==> config.mk <==
export PLATFORM = sky130hd
export DESIGN_NAME = morse_tx
export DESIGN_NICKNAME = d
export VERILOG_FILES = /design/src/rtl/morse_pkg.sv /design/src/rtl/morse_unit_tick.sv /design/src/rtl/morse_tx.sv
export SDC_FILE = /design/constraint.sdc
export NUM_CORES = 1
export LEC_CHECK = 0
export ABC_AREA = 1
export CAP_MARGIN = 20
export CORE_ASPECT_RATIO = 1.2
export CORE_MARGIN = 8
export CORE_UTILIZATION = 52
export DETAILED_ROUTE_END_ITERATION = 10
export PLACE_DENSITY = 0.75
export SETUP_SLACK_MARGIN = 0.02
export SLEW_MARGIN = 20
export SYNTH_ARGS = -nofsm -noshare
export SYNTH_HDL_FRONTEND = slang
export SYNTH_SLANG_ARGS = --single-unit
==> constraint.sdc <==
create_clock -name clk -period 1.65 [get_ports clk]
set_clock_uncertainty 0.1 [all_clocks]
set_input_delay 0.33 -clock clk [delete_from_list [all_inputs] [get_ports clk]]
set_output_delay 0.33 -clock clk [all_outputs]
set_load 0.03 [all_outputs]
==> src/rtl/morse_pkg.sv <==
// Shared Morse definitions: symbol codes, default timing, tx state encoding.
package morse_pkg;

  // Character layout: five 2-bit symbol slots, slot 0 in bits [1:0]
  localparam int SYMBOL_SLOTS = 5;
  localparam int CHAR_W       = 2 * SYMBOL_SLOTS;

  // Symbol codes; SYM_RSVD is treated exactly like SYM_END
  localparam logic [1:0] SYM_END  = 2'b00;
  localparam logic [1:0] SYM_DOT  = 2'b01;
  localparam logic [1:0] SYM_DASH = 2'b10;
  localparam logic [1:0] SYM_RSVD = 2'b11;

  // Default timing in Morse units
  localparam int DEFAULT_DASH_UNITS     = 3;
  localparam int DEFAULT_CHAR_GAP_UNITS = 3;
  localparam int DEFAULT_WORD_GAP_UNITS = 7;

  typedef enum logic [1:0] {
    ST_IDLE,
    ST_MARK,
    ST_SPACE,
    ST_GAP
  } tx_state_t;

  // True for symbols that produce a mark (DOT or DASH)
  function automatic logic is_mark(input logic [1:0] sym);
    return (sym == SYM_DOT) || (sym == SYM_DASH);
  endfunction

endpackage

==> src/rtl/morse_unit_tick.sv <==
// Unit-time divider: one-cycle tick every UNIT_CYCLES cycles, restartable.
module morse_unit_tick
  import morse_pkg::*;
#(
  parameter int UNIT_CYCLES = 12500000
) (
  input  logic clk,
  input  logic reset,
  input  logic restart,
  output logic tick
);

  localparam int CW = $clog2(UNIT_CYCLES + 1);
  localparam logic [CW-1:0] LAST = CW'(UNIT_CYCLES - 1);

  logic [CW-1:0] cnt;

  // The tick marks the last cycle of each unit
  assign tick = (cnt == LAST);

  // Cycle counter; restart forces a fresh unit so segments start aligned
  // NOTE: sequential state uses non-blocking (<=) so every flop samples pre-edge values.
  always_ff @(posedge clk or posedge reset) begin
    if (reset) begin
      cnt <= '0;
    end else if (restart || tick) begin
      cnt <= '0;
    end else begin
      cnt <= cnt + CW'(1);
    end
  end

endmodule

==> src/rtl/morse_tx.sv <==
// Morse transmitter: keys out one character of DOT/DASH slots on key_out.
module morse_tx
  import morse_pkg::*;
#(
  parameter int UNIT_CYCLES    = 12500000,
  parameter int DASH_UNITS     = DEFAULT_DASH_UNITS,
  parameter int CHAR_GAP_UNITS = DEFAULT_CHAR_GAP_UNITS,
  parameter int WORD_GAP_UNITS = DEFAULT_WORD_GAP_UNITS
) (
  input  logic              clk,
  input  logic              reset,
  input  logic [CHAR_W-1:0] char_in,
  input  logic              word_end,
  input  logic              char_valid,
  output logic              char_ready,
  output logic              key_out,
  output logic              busy,
  output logic              done
);

  tx_state_t         state, state_nxt;
  logic [CHAR_W-1:0] shreg;      // remaining symbols, current one in [1:0]
  logic              word_q;     // latched word_end
  logic [2:0]        unit_cnt;   // completed units in the current segment
  logic [2:0]        unit_need;  // length of the current segment in units
  logic              tick;
  logic              seg_end;
  logic              accept;
  logic              restart;

  assign accept  = char_valid && (state == ST_IDLE);
  // Any state change starts a new segment, so both counters restart then
  assign restart = (state_nxt != state);
  assign seg_end = tick && (unit_cnt == unit_need - 3'd1);

  morse_unit_tick #(
    .UNIT_CYCLES(UNIT_CYCLES)
  ) u_tick (
    .clk    (clk),
    .reset  (reset),
    .restart(restart),
    .tick   (tick)
  );

  // Segment length for the current state
  // NOTE: every always_comb output gets a default first so no path can infer a latch.
  always_comb begin
    unit_need = 3'd1;
    case (state)
      ST_MARK:  unit_need = (shreg[1:0] == SYM_DASH) ? 3'(DASH_UNITS) : 3'd1;
      ST_SPACE: unit_need = 3'd1;
      ST_GAP:   unit_need = word_q ? 3'(WORD_GAP_UNITS) : 3'(CHAR_GAP_UNITS);
      default:  unit_need = 3'd1;
    endcase
  end

  // Next-state logic; the slot after the current mark decides SPACE vs GAP
  always_comb begin
    state_nxt = state;
    case (state)
      ST_IDLE:  if (accept)  state_nxt = is_mark(char_in[1:0]) ? ST_MARK : ST_GAP;
      ST_MARK:  if (seg_end) state_nxt = is_mark(shreg[3:2]) ? ST_SPACE : ST_GAP;
      ST_SPACE: if (seg_end) state_nxt = ST_MARK;
      ST_GAP:   if (seg_end) state_nxt = ST_IDLE;
      default:  state_nxt = ST_IDLE;
    endcase
  end

  // State register
  always_ff @(posedge clk or posedge reset) begin
    if (reset) begin
      state <= ST_IDLE;
    end else begin
      state <= state_nxt;
    end
  end

  // Unit counter: counts ticks within a segment, cleared on every state change
  always_ff @(posedge clk or posedge reset) begin
    if (reset) begin
      unit_cnt <= '0;
    end else if (restart || state == ST_IDLE) begin
      unit_cnt <= '0;
    end else if (tick) begin
      unit_cnt <= unit_cnt + 3'd1;
    end
  end

  // Symbol shift register and word flag; zero fill makes slot 5+ read as END
  // NOTE: these data registers are reset too, so a discarded character never replays stale symbols.
  always_ff @(posedge clk or posedge reset) begin
    if (reset) begin
      shreg  <= '0;
      word_q <= 1'b0;
    end else if (accept) begin
      shreg  <= char_in;
      word_q <= word_end;
    end else if (state == ST_MARK && seg_end) begin
      shreg  <= {2'b00, shreg[CHAR_W-1:2]};
    end
  end

  // Outputs decode registered state only
  assign char_ready = (state == ST_IDLE);
  assign busy       = (state != ST_IDLE);
  assign key_out    = (state == ST_MARK);
  assign done       = (state == ST_GAP) && seg_end;

endmodule

==> impl_metrics.env <==
export IMPL_synth_area_top_cells="dfrtp_1 43%, nand2_1 8.1%, nor2_1 7.8%"
export IMPL_yosysWarnings=0
export IMPL_grt_max_degree=41
export IMPL_path_common_cell="nor2_1"
export IMPL_coreArea_um2=4260
export IMPL_cts_buffer_depth=2
export IMPL_antenna_found_initial=0
export IMPL_cts_root_buf="clkbuf_8"
export IMPL_ant_nets=0
export IMPL_cts_tree="done"
export IMPL_fin_cells=467
export IMPL_syn_area_um2=2310
export IMPL_hold_violations=0
export IMPL_outcome="finished, violations left"
export IMPL_timing_hold_ws_ns=0.278
export IMPL_fillCellCount=207
export IMPL_routed_wl_mm=9.27
export IMPL_grt_usage=0.252
export IMPL_rsz0062_at_grt="yes"
export IMPL_layout_common_cells="83 x buf_4, 45 x nand2_1, 44 x nor2_1"
export IMPL_worst_slew_margin_rel=0.714
export IMPL_final_common_cell="buf_4"
export IMPL_synthesis_nets=309
export IMPL_finalWorstSetupSlack_ns=-0.666
export IMPL_period_share=1.40
export IMPL_start_kind="register"
export IMPL_cap_violations=0
export IMPL_worstSkewPairLatency_ns=0.30
export IMPL_path_class="register to register"
export IMPL_violations="negative setup slack"
export IMPL_vias=2772
export IMPL_synth_top_area_frac=0.433
export IMPL_hpwl_mm=4.39
export IMPL_avgSynthCellArea_um2=7.89
export IMPL_grt_pass1_vias=2915
export IMPL_die_x_um=76.9
export IMPL_ir_worst_vdd_mv=0.469
export IMPL_yosysTopAreaCell="dfrtp_1"
export IMPL_critPathSlowestCell="dfrtp_1"
export IMPL_crit_buf_inv=3
export IMPL_drtIter0Drc=247
export IMPL_cpPeakStageDelay_ns=0.39
export IMPL_drtPass1Iterations=5
export IMPL_syn_inst=293
export IMPL_cts_buffers=5
export IMPL_io_pins=18
export IMPL_cts_htree_levels=2
export IMPL_via_per_inst=5.94
export IMPL_required_ns=1.74
export IMPL_place_congestion=0.937
export IMPL_min_period_ns=2.32
export IMPL_port_buffers=17
export IMPL_setup_violations=43
export IMPL_critPathArrivalTime_ns=2.40
export IMPL_path_max_fanout=6
export IMPL_fmax_ghz=0.432
export IMPL_core_rowCount=26
export IMPL_ys_types=31
export IMPL_critPathTopFamily="simple AND/OR/NAND/NOR gates"
export IMPL_cp_cell_sequence="buf_4 > inv_1 > nor2_1 > nand2_1 > nor2_1 > nand2_1 > nor2_4 > nand2_2 > o211ai_1 > nand2_2 > buf_6 > nand3_4 > nor2_1"
export IMPL_drive_gt1_frac=0.389
export IMPL_yosysSeqAreaShare=0.433
export IMPL_grt_pass1_wl_mm=13.3
export IMPL_setup_worst_path_end_class="register"
export IMPL_num_nets_final=427
export IMPL_die_h_um=89.0
export IMPL_start_util=0.543
export IMPL_power_leakage_uw=0.00174
export IMPL_slew_viol_final=0
export IMPL_fin_util=0.859
export IMPL_min_path_type="primary input to asynchronous set/reset pin"
export IMPL_route_detailed_drc=0
export IMPL_clk_pin_slew_ns=0.08
export IMPL_powerDensity_nw_per_um2=549
export IMPL_overflow=0
export IMPL_syn_to_final_growth_pct=58.3
export IMPL_dpl_cell_count=437
export IMPL_diodes=0
export IMPL_worst_slew_pin_slew_ns=0.425
export IMPL_p_total_uw=2010
export IMPL_ys_seq_elements=40
export IMPL_dieArea_um2=6840
export IMPL_clkSinkCount=40
export IMPL_drt_wirelength_per_cell_um=19.8
## power breakdown
group          internal [uW]  switching, uW  leakage (uW)  total (uW)
Combinational           36.6           28.1       0.00116        64.7
Clock                    596            371     0.0000642         966
Sequential               979              0      0.000513         979
Total                   1610            399       0.00174        2010
## state kept, by name, indices dropped and copies added (netlist names)
register / count
u_tick.cnt: 24
shreg: 10
unit_cnt: 3
state: 2
word_q: 1
## through the flow
step / worst slack (ns) / setup TNS (ns) / instance area [um2]
after floorplan: -0.247 / -5.43 / 2340
after global placement: -0.268 / -8.61 / 3120
after detailed placement: -0.331 / -10.41 / 3120
after CTS: -0.480 / -14.65 / 3530
after global routing: -0.776 / -26.45 / 3660
final: -0.666 / -22.35 / 3660
## synth_stat cells
master and count:
nand4_1 10, nand2_2 2, nor2_4 1, xor2_1 14
inv_1 38, o21ai_0 7, o211ai_1 3, a22oi_1 1
ha_1 2, dfrtp_1 40, nor2_2 9, nand3_4 1
and3_1 1, o31ai_1 1, nand3_2 2, nand3b_1 1
nor3_1 22, buf_2 3, or2_2 1, o21ai_1 1
nand3_1 12, nand2_4 2, nor2_1 48, a22o_1 1
a211oi_1 1, nor4_1 3, buf_6 3, a21oi_1 5
xnor2_1 7, nor4_2 1, nand2_1 50
## path summary, 6_finish.rpt
check                           slack [ns]     startpoint  cells past startpoint        endpoint
max in group asynchronous             0.97          reset                      3        state[0]
min in group clk                      0.42       shreg[9]                      1        shreg[9]
worst min register to register        0.42       shreg[9]                      1        shreg[9]
worst max register to register       -0.67  u_tick.cnt[4]                     13  u_tick.cnt[22]
worst min-delay path                  0.28          reset                      3        shreg[6]
worst max-delay path                 -0.67  u_tick.cnt[4]                     13  u_tick.cnt[22]
## area by class of cell
type	instances	area, um2	share of cell area
Sequential cell	40	1000	0.274
Tap cell	56	70.1	0.0191
Clock buffer	5	68.8	0.0188
Multi-Input combinational cell	212	1340	0.365
Clock inverter	2	60.1	0.0164
Inverter	38	148	0.0403
Timing Repair Buffer	114	973	0.266
## layer usage
layer  vias up  share of wire  track usage
met5         -              0            0
met4         0          0.085        0.203
met3        87          0.073       0.0614
met2       197           0.49        0.471
met1      1303           0.35        0.232
li1       1185              -            -
## kinds of logic (layout without fill, tap and decap cells)
family          count (synthesis)  in the layout  share of synthesized area
compound gates                 20             20                     0.0514
xor+xnor                       21             21                     0.0795
buf+inv                        44            159                     0.0828
simple gates                  166            169                      0.343
fa+ha+maj                       2              2                     0.0108
flops                          40             40                      0.433
## what timing repair did
item	in CTS	in global routing
pin swaps	7	6
gates cloned	3	0
resized for setup	41	24
endpoints found under the setup margin	42	43
buffers inserted	14	7
hold buffers	0	0
## worst register-to-register path: cells and delay by family, from the launching register on
kind / cells / cell delay [ns]
buffers and inverters: 3 / 0.37
AND/OR/NAND/NOR: 9 / 1.08
AO/OA/AOI/OAI: 1 / 0.26
flip-flops: 1 / 0.39
Power figures use the tool's default switching activity.
